$ cat config.mk
export PLATFORM = sky130hd
export DESIGN_NAME = hc_mmio_rd_responder
export DESIGN_NICKNAME = d
export VERILOG_FILES = /design/src/rtl/ccip_if_pkg.sv /design/src/rtl/hc_mmio_rd_responder_pkg.sv /design/src/rtl/hc_mmio_rd_responder_perf.sv /design/src/rtl/hc_mmio_rd_responder.sv
export SDC_FILE = /design/constraint.sdc
export NUM_CORES = 1
export LEC_CHECK = 0
export ABC_AREA = 1
export CAP_MARGIN = 20
export CELL_PAD_IN_SITES_DETAIL_PLACEMENT = 2
export CELL_PAD_IN_SITES_GLOBAL_PLACEMENT = 2
export CORE_AREA = 3 3 351 353
export DETAILED_ROUTE_END_ITERATION = 10
export DIE_AREA = 0 0 354 356
export PLACE_DENSITY = 0.64
export REMOVE_ABC_BUFFERS = 1
export SLEW_MARGIN = 20
export SYNTH_ARGS = -nofsm -noshare
export SYNTH_HDL_FRONTEND = slang
export SYNTH_HIERARCHICAL = 1
export SYNTH_SLANG_ARGS = --single-unit
$ cat constraint.sdc
create_clock -name clk -period 7.6 [get_ports clk]
set_input_delay 1.14 -clock clk [delete_from_list [all_inputs] [get_ports clk]]
set_output_delay 1.14 -clock clk [all_outputs]
set_load 0.01 [all_outputs]
$ cat src/rtl/ccip_if_pkg.sv
// Subset of the CCI-P interface types used by the HardCloud MMIO read path.
// Field names and encodings follow the platform ccip_if_pkg.
package ccip_if_pkg;

    typedef logic [8:0]  t_ccip_tid;
    typedef logic [15:0] t_ccip_mmioAddr;
    typedef logic [1:0]  t_ccip_mmioLen;
    typedef logic [63:0] t_ccip_mmioData;

    localparam t_ccip_mmioLen CCIP_MMIOLEN_4B  = 2'b00;
    localparam t_ccip_mmioLen CCIP_MMIOLEN_8B  = 2'b01;
    localparam t_ccip_mmioLen CCIP_MMIOLEN_64B = 2'b10;

    typedef struct packed {
        t_ccip_mmioAddr address;
        t_ccip_mmioLen  length;
        logic           rsvd;
        t_ccip_tid      tid;
    } t_ccip_c0_ReqMmioHdr;

    typedef struct packed {
        t_ccip_tid tid;
    } t_ccip_c2_RspMmioHdr;

    typedef struct packed {
        t_ccip_c0_ReqMmioHdr hdr;
        logic [511:0]        data;
        logic                rspValid;
        logic                mmioRdValid;
        logic                mmioWrValid;
    } t_if_ccip_c0_Rx;

    typedef struct packed {
        t_ccip_c2_RspMmioHdr hdr;
        logic                mmioRdValid;
        t_ccip_mmioData      data;
    } t_if_ccip_c2_Tx;

endpackage

$ cat src/rtl/hc_mmio_rd_responder_pkg.sv
// Shared HardCloud CSR map: byte offsets, buffer descriptor types and the
// MMIO read-side register selector.
package hc_mmio_rd_responder_pkg;

    localparam int HC_BUFFER_SIZE = 2;

    localparam logic [15:0] HC_DFH         = 16'h000;
    localparam logic [15:0] HC_AFU_ID_L    = 16'h008;
    localparam logic [15:0] HC_AFU_ID_H    = 16'h010;
    localparam logic [15:0] HC_DSM_BASE    = 16'h110;
    localparam logic [15:0] HC_CONTROL     = 16'h118;
    localparam logic [15:0] HC_BUFFER_BASE = 16'h120;
    localparam logic [15:0] HC_STATUS      = 16'h1F0;
    localparam logic [15:0] HC_PERF_CYCLES = 16'h1F8;

    // MMIO space of the AFU ends at dword 'h100 (byte 0x400).
    localparam logic [14:0] HC_MMIO_QW_LIMIT = 15'h080;

    typedef struct packed {
        logic [63:0] address;
        logic [31:0] size;
    } t_hc_buffer;

    typedef t_hc_buffer t_hc_buffer_array [HC_BUFFER_SIZE];

    typedef enum logic [3:0] {
        HC_RD_NONE,
        HC_RD_DFH,
        HC_RD_AFU_ID_L,
        HC_RD_AFU_ID_H,
        HC_RD_DSM_BASE,
        HC_RD_CONTROL,
        HC_RD_BUF_ADDR,
        HC_RD_BUF_SIZE,
        HC_RD_STATUS,
        HC_RD_PERF
    } t_hc_rd_reg;

    typedef struct packed {
        t_hc_rd_reg  reg_sel;
        logic [7:0]  idx;
    } t_hc_rd_sel;

    // Takes the qword address (dword address >> 1); offsets 0x018/0x020 and
    // anything outside the table decode to HC_RD_NONE, which reads as zero.
    function automatic t_hc_rd_sel hc_mmio_rd_sel(input logic [14:0] qw_addr,
                                                  input int unsigned n_buf);
        t_hc_rd_sel  sel;
        logic [15:0] off;
        logic [15:0] rel;
        logic [31:0] buf_end;

        sel.reg_sel = HC_RD_NONE;
        sel.idx     = '0;
        off         = {qw_addr[12:0], 3'b000};
        rel         = off - HC_BUFFER_BASE;
        buf_end     = {16'h0, HC_BUFFER_BASE} + (n_buf << 4);

        if (qw_addr < HC_MMIO_QW_LIMIT) begin
            case (off)
                HC_DFH:         sel.reg_sel = HC_RD_DFH;
                HC_AFU_ID_L:    sel.reg_sel = HC_RD_AFU_ID_L;
                HC_AFU_ID_H:    sel.reg_sel = HC_RD_AFU_ID_H;
                HC_DSM_BASE:    sel.reg_sel = HC_RD_DSM_BASE;
                HC_CONTROL:     sel.reg_sel = HC_RD_CONTROL;
                HC_STATUS:      sel.reg_sel = HC_RD_STATUS;
                HC_PERF_CYCLES: sel.reg_sel = HC_RD_PERF;
                default: begin
                    if ((off >= HC_BUFFER_BASE) && ({16'h0, off} < buf_end)) begin
                        sel.reg_sel = rel[3] ? HC_RD_BUF_SIZE : HC_RD_BUF_ADDR;
                        sel.idx     = 8'(rel >> 4);
                    end
                end
            endcase
        end
        return sel;
    endfunction

endpackage

$ cat src/rtl/hc_mmio_rd_responder_perf.sv
// Free-running 64-bit cycle counter with synchronous clear; clear wins over
// enable and the count wraps naturally at 2^64.
module hc_perf_counter (
    input  logic        clk,
    input  logic        reset,
    input  logic        clear,
    input  logic        enable,
    output logic [63:0] count
);

    always_ff @(posedge clk) begin
        if (reset) begin
            count <= '0;
        end else if (clear) begin
            count <= '0;
        end else if (enable) begin
            count <= count + 64'd1;
        end
    end

endmodule

$ cat src/rtl/hc_mmio_rd_responder.sv
// CCI-P MMIO read responder for HardCloud AFUs: fixed two-cycle pipeline
// answering every c0 MMIO read with exactly one c2 response.
module hc_mmio_rd_responder
    import ccip_if_pkg::*;
    import hc_mmio_rd_responder_pkg::*;
#(
    parameter logic [63:0] AFU_ID_L       = 64'h0,
    parameter logic [63:0] AFU_ID_H       = 64'h0,
    parameter logic [63:0] DFH_VALUE      = 64'h1000_0000_0000_0000,
    parameter int          HC_BUFFER_SIZE = 2
) (
    input  logic           clk,
    input  logic           SoftReset,
    input  t_if_ccip_c0_Rx cp2af_mmio_c0rx,
    input  logic [63:0]    csr_dsm_base,
    input  logic [31:0]    csr_control,
    input  t_hc_buffer     csr_buffer [HC_BUFFER_SIZE],
    input  logic           hc_running,
    input  logic           hc_done,
    input  logic           perf_clear,
    output t_if_ccip_c2_Tx af2cp_mmio_c2tx
);

    t_ccip_c0_ReqMmioHdr rx_hdr;
    logic                unused_rx;

    logic                s1_valid;
    t_ccip_tid           s1_tid;
    t_ccip_mmioAddr      s1_addr;
    t_ccip_mmioLen       s1_len;
    logic [63:0]         s1_perf;

    logic [63:0]         perf_count;
    t_hc_rd_sel          rd_sel;
    logic [63:0]         buf_address;
    logic [31:0]         buf_size;
    logic [63:0]         reg_val;
    logic [63:0]         rsp_data;

    assign rx_hdr    = cp2af_mmio_c0rx.hdr;
    assign unused_rx = ^{cp2af_mmio_c0rx.data, cp2af_mmio_c0rx.rspValid,
                         cp2af_mmio_c0rx.mmioWrValid, rx_hdr.rsvd};

    hc_perf_counter u_perf (
        .clk    (clk),
        .reset  (SoftReset),
        .clear  (perf_clear),
        .enable (hc_running),
        .count  (perf_count)
    );

    // The counter is snapshotted here so the value returned is the one at
    // request capture, even though the counter keeps running.
    always_ff @(posedge clk) begin
        if (SoftReset) begin
            s1_valid <= 1'b0;
            s1_tid   <= '0;
            s1_addr  <= '0;
            s1_len   <= '0;
            s1_perf  <= '0;
        end else begin
            s1_valid <= cp2af_mmio_c0rx.mmioRdValid;
            if (cp2af_mmio_c0rx.mmioRdValid) begin
                s1_tid  <= rx_hdr.tid;
                s1_addr <= rx_hdr.address;
                s1_len  <= rx_hdr.length;
                s1_perf <= perf_count;
            end
        end
    end

    always_comb begin
        rd_sel      = hc_mmio_rd_sel(s1_addr[15:1], HC_BUFFER_SIZE);
        buf_address = '0;
        buf_size    = '0;
        for (int i = 0; i < HC_BUFFER_SIZE; i++) begin
            if (rd_sel.idx == 8'(i)) begin
                buf_address = csr_buffer[i].address;
                buf_size    = csr_buffer[i].size;
            end
        end
    end

    always_comb begin
        reg_val = '0;
        case (rd_sel.reg_sel)
            HC_RD_DFH:      reg_val = DFH_VALUE;
            HC_RD_AFU_ID_L: reg_val = AFU_ID_L;
            HC_RD_AFU_ID_H: reg_val = AFU_ID_H;
            HC_RD_DSM_BASE: reg_val = csr_dsm_base;
            HC_RD_CONTROL:  reg_val = {32'h0, csr_control};
            HC_RD_BUF_ADDR: reg_val = buf_address;
            HC_RD_BUF_SIZE: reg_val = {32'h0, buf_size};
            HC_RD_STATUS:   reg_val = {62'h0, hc_done, hc_running};
            HC_RD_PERF:     reg_val = s1_perf;
            default:        reg_val = '0;
        endcase
    end

    // Dword address bit 0 picks the half for 4B reads; 8B reads ignore it.
    always_comb begin
        if (s1_len == CCIP_MMIOLEN_4B) begin
            rsp_data = {32'h0, s1_addr[0] ? reg_val[63:32] : reg_val[31:0]};
        end else begin
            rsp_data = reg_val;
        end
    end

    always_ff @(posedge clk) begin
        if (SoftReset) begin
            af2cp_mmio_c2tx <= '0;
        end else begin
            af2cp_mmio_c2tx.mmioRdValid <= s1_valid;
            if (s1_valid) begin
                af2cp_mmio_c2tx.hdr.tid <= s1_tid;
                af2cp_mmio_c2tx.data    <= rsp_data;
            end
        end
    end

endmodule

Word level (Yosys, flattened, before mapping) --
Index checks and enable logic that the tools add are counted.
Operators by class: $add $sub $neg 2, $mul 0, div/mod/pow operators 0, $lt $le $gt $ge 3, equality and inequality tests 14, shift-type cells 0, muxes and demuxes 12, bitwise gates (word level) 0, reductions and logical operators 6
Operators by type and width (number):
- one-hot mux 64 bit (7 select lines) | 1
- 2-to-1 mux 64 bit | 3
- 2-to-1 mux 32 bit | 3
- adder 64 x 1 -> 64 bit, second input constant | 1
- == test 13 x 6 -> 1 bit, second input constant | 4
- one-hot mux 4 bit (7 select lines) | 1
- == test 4 x 3 -> 1 bit, second input constant | 4
- >= comparator 16 x 9 -> 1 bit, second input constant | 1
- < comparator 16 x 9 -> 1 bit, second input constant | 1
- < comparator 15 x 8 -> 1 bit, second input constant | 1
- == test 13 x 1 -> 1 bit, second input constant | 1
- == test 13 x 2 -> 1 bit, second input constant | 1
- zero test 13 bit | 1
- 2-to-1 mux 12 bit | 1
- subtractor 12 x 9 -> 12 bit, second input constant | 1
- 2-to-1 mux 11 bit | 1
- == test 4 bit, second input constant | 2
- == test 8 x 1 -> 1 bit, second input constant | 1
- zero test 8 bit | 1
- 2-to-1 mux 8 bit | 1
- OR reduction 7 bit | 1
- == test 4 x 1 -> 1 bit, second input constant | 1
- zero test 2 bit | 1
- OR reduction 2 bit | 1
- other kinds (2) | 2
Storage, ports and cells: bits in registers 230, latch bits 0, bits in writable memories 0, bits in read-only memories 0, input port bits 836, output and inout bits 74, word-level logic and storage cells 46, memories 0

Longest topological paths before layout --
depth after elaboration 11, depth in mapped cells 18, mapped depth without buffers 17

Cells and area by module --
Netlist, hierarchy kept.
By module, submodules not included:
- hc_mmio_rd_responder | times used 1, cells each 1686, area an instance 10201.0 µm², sequential area each 3323.2 µm²
- hc_perf_counter | times used 1, cells each 649, area an instance 3976.3 µm², sequential area each 1281.2 µm²

Worst setup path before layout --
OpenSTA, ideal clock, no wires.
path type flip-flop to flip-flop, from register s1_addr[3], to register af2cp_mmio_c2tx[38] in the netlist's numbering, setup time 0.132 ns, data arrival time 2.268 ns, required time 7.468 ns, setup slack 5.200 ns, stages on the path, launching flop included 17, path buffers 1, period minus slack after synthesis 2.400 ns, path through dfxtp_1 -> inv_1 -> ha_1 -> nand2_1 -> nor2_1 -> nand3_2 -> nand3_4 -> inv_4 -> a21oi_4 -> nand2_2 -> nand3_4 -> nand2_2 -> nor2_2 -> nand2_4 -> buf_6 -> nand3_1 -> a21oi_1
Between the ends: word-level cells in the longest chain between the ends 10, elaborated cells between the ends (all ways) 30, those cells by class add/sub: 1; order compare: 3; eq/ne: 14; mux: 8; reduce/logical: 4
Ends and longest elaborated chain:
- from (decl) | line hc_mmio_rd_responder.sv:29 | t_ccip_mmioAddr s1_addr;
- from (signal assigned) | line hc_mmio_rd_responder.sv:65 | s1_addr <= rx_hdr.address;
- >= comparator 16 x 9 -> 1 bit or < comparator 16 x 9 -> 1 bit (tied branches) | line hc_mmio_rd_responder_pkg.sv:69 | if ((off >= HC_BUFFER_BASE) && ({16'h0, off} < buf_end)) begin
- logical AND 1 bit | line hc_mmio_rd_responder_pkg.sv:69
- 2-to-1 mux 11 bit | line hc_mmio_rd_responder_pkg.sv:69
- 2-to-1 mux 8 bit | line hc_mmio_rd_responder_pkg.sv:60 | case (off)
- 2-to-1 mux 12 bit * | line hc_mmio_rd_responder_pkg.sv:59 | if (qw_addr < HC_MMIO_QW_LIMIT) begin
- zero test 8 bit | line hc_mmio_rd_responder.sv:77 | if (rd_sel.idx == 8'(i)) begin
- 2-to-1 mux 64 bit (2 in series) | line hc_mmio_rd_responder.sv:77
- one-hot mux 64 bit (7 select lines) * | line hc_mmio_rd_responder.sv:86 | case (rd_sel.reg_sel)
- 2-to-1 mux 64 bit * | line hc_mmio_rd_responder.sv:102 | if (s1_len == CCIP_MMIOLEN_4B) begin
- to (decl) | line hc_mmio_rd_responder.sv:21 | output t_if_ccip_c2_Tx af2cp_mmio_c2tx
Mark *: on every way between the ends. The rest lies on a longest branch, timed or not. A chain may end at the register's enable or synchronous reset.

Final worst setup path --
from register s1_addr[3], to register af2cp_mmio_c2tx[47] in the netlist's numbering
The elaborated chain is that of the path after synthesis.

==> out/results.ini <==
[status]
status=complete, no violations

[placement]
postPlaceCellArea_mm2=0.01979
port_buffers=394
routabilityCongestion=0.8473
dp.cells=4247
dp_hpwl_um=80670

[cells_and_area]
syn_to_final_growth_pct=47.58
n_fill_cell=14460
final_nets=3509
regArea_mm2=0.004606
layout.cells.non_filler=4322
multi_input_area_mm2=0.008406
fin_area_mm2=0.02092
drive_gt1_share_pct=7.092

[grt]
grt_max_degree=79
grt_pass1_wl_um=137800
gr-total-overflow=0
grt_pass1_vias=17720
antenna_found_initial=42
grt_use_total_pct=15.41

[sta]
period_minus_slack_ns=4.624
hold_ws_ns=0.4608
hold_violations=0
timing.fmax_mhz=216.3
fin_worst_skew_ns=0.01311
setup_viol=0
fin_crit_sh_pct=60.84
fin_setup_tns_ns=0
grt_setup_unrepaired=false
tightest_slew_ns=1.017
final_max_slew_viol_count=0
max-slew-margin-rel_pct=32.23

[floorplan]
core_mm2=0.1201
die_h_um=356
start_util_pct=11.80
dieWidth_um=354
ios=910
rows=127
die_area_mm2=0.1260

[route]
wl_met3_um=6134
top_layer_used=met5
drt_pre_antenna_iters=5
wirelength_met1_um=43960
remaining_drc_errors=0
wl_met2_um=47720
wl_per_cell_um=23.26
final_antenna_net_count=0
routed_via_density=3.958
drt_iter0_drc=918
wl_um=100500
vias=17110

[pwr]
vdd_drop_max_mv=0.1735
p_sw_mw=0.9428
power_leakage_nw=7.970
pwr-share-clk_pct=47.5
p_per_area_mw_per_mm2=160.7
pwr-share-seq_pct=37.8
total_power_mw=3.363
switching_share_pct=28.04
combPwrFrac_pct=14.7
p_int_mw=2.420

[clock_network]
postCtsSetupBuffers=0
clkLatencyLatePin_ns=0.62
clkTransAtPathRegs_ns=0.06
clock-sinks=230
clockRootBuffer=clkbuf_16
cts_max_path_buffers=3
cts_tree=yes
cts-htree-levels=1
cts_buffers=31
ctsHoldBuffers=0
ctsResizeCount=0

[synth]
mappedNetlistArea_mm2=0.01418
syn-instance-count=2335
synth_flop_cell=dfxtp_1
syn_area_per_cell_um2=6.072
ys_types=43
ys_seq_area_share_pct=32.48
ys_warn_count=6
ys_ff_latch=230
synth_enable_flop_cells=0
async_reset_ff_share_pct=0

[job]
maxCapViolations=0

[critical_path]
worst_setup_path_end_kind=register
cp.required_ns=8.15
cp-start-kind=register
cp.arrival_ns=5.17
worst-setup-path-type=register to register
worstPathMaxFanout=33

[hold_path]
min_path_type=register to register

-- sequential cells by signal, indices dropped and copies added (netlist names) --
| name | count |
|---|---|
| u_perf/count | 64 |
| af2cp_mmio_c2tx | 74 |
| s1_tid | 9 |
| s1_addr | 16 |
| s1_valid | 1 |
| s1_perf | 64 |
| s1_len | 2 |
-- kinds of logic after synthesis --
group,share of synthesized area (%)
simple gates,43.09
compound gates,14.86
buf+inv,8.508
flops,32.48
xor+xnor,0.6177
fa+ha+maj,0.4413
-- cell type report --
type / instances / share of cell area, %
antenna: 17 / 0.2033
clock buffer: 42 / 4.336
clock inverter: 16 / 0.8671
inverter: 165 / 3.008
multi-input combinational: 1821 / 40.17
sequential: 230 / 22.01
tap: 1612 / 9.640
timing repair buffer: 419 / 19.76
-- critical path, cell delays in order, from the launching register on --
cell and delay [ns]:
dfxtp_1 0.34, inv_1 0.18, ha_1 0.29, nand2_1 0.08
nor2_1 0.20, nand3_2 0.19, nand3_4 0.18, o21ai_2 0.14
nor2_8 0.69, nand3_4 0.67, inv_4 0.69, a21oi_1 0.45
nand2_1 0.18, nand3_1 0.09, a21oi_1 0.15
-- layer usage --
metal | global-route usage [%] | up-vias
met5 | 0 | -
met4 | 4.035 | 20
met3 | 4.033 | 119
met2 | 26.06 | 373
met1 | 19.33 | 8372
li1 | - | 8223
-- through the flow --
step	util, %	worst slack [ns]
floorplan	-	3.875
global placement	16.48	2.845
detailed placement	16.48	2.833
CTS	17.38	2.798
global route	17.40	2.563
finish	17.42	2.976
-- path summary, 6_finish.rpt --
| kind | slack [ns] | depth (start not counted) | startpoint | endpoint |
|---|---|---|---|---|
| setup / recovery | 2.98 | 14 | s1_addr[3]$_SDFFE_PP0P_ | af2cp_mmio_c2tx[47]$_SDFFE_PP0P_ |
| hold / removal | 0.46 | 2 | s1_perf[15]$_SDFFE_PP0P_ | s1_perf[15]$_SDFFE_PP0P_ |
| setup reg to reg | 2.98 | 14 | s1_addr[3]$_SDFFE_PP0P_ | af2cp_mmio_c2tx[47]$_SDFFE_PP0P_ |
| hold reg to reg | 0.46 | 2 | s1_perf[15]$_SDFFE_PP0P_ | s1_perf[15]$_SDFFE_PP0P_ |
-- Yosys cell counts (23+ instances only) --
library cell	n	area, µm²
nand2_1	582	2185
o21ai_0	184	920.9
nand3_1	205	1026
nor2_2	23	143.9
a21oi_1	169	845.8
buf_2	28	140.1
clkbuf_1	67	251.5
dfxtp_1	230	4604
nand4_1	28	175.2
inv_1	149	559.3
nor2_1	484	1817
nor2_4	23	259.0
-- placed cells by master, fill, tap and decap left out, types with 5 or more instances in the layout --
cell type        synthesis  routed
ha_1                     5       5
nor2_2                  23      23
nand3_2                  7       7
nand3_1                205     205
dfxtp_1                230     229
o21ai_0                184     184
clkdlybuf4s50_1          0     392
clkbuf_16                0      31
xor2_1                  10      10
nand2_2                 18      18
inv_1                  149     146
buf_4                   14      24
nor2_1                 484     482
nand3b_1                 8       8
clkbuf_8                 1       9
nand2_1                582     580
a21oi_1                169     169
clkinv_2                 0       8
nor2_4                  23      25
o211ai_1                21      21
inv_2                   10      13
nand4_1                 28      28
diode_2                  0      17
nor3_1                  12      12
o21ai_1                 12      12
-- power by group through the flow --
| stage | clock, mW | sequential, mW | combinational [mW] |
|---|---|---|---|
| 6_report | 1.60 | 1.27 | 0.496 |
| 5_1_grt | 1.70 | 1.27 | 0.545 |
| 4_1_cts | 1.65 | 1.27 | 0.508 |
| 3_5_place_dp | 0 | 1.30 | 0.505 |
| 3_3_place_gp | 0 | 1.29 | 0.499 |
| 2_1_floorplan | 0 | 1.30 | 0.166 |
Note: power is estimated with default switching activity, not from simulation.
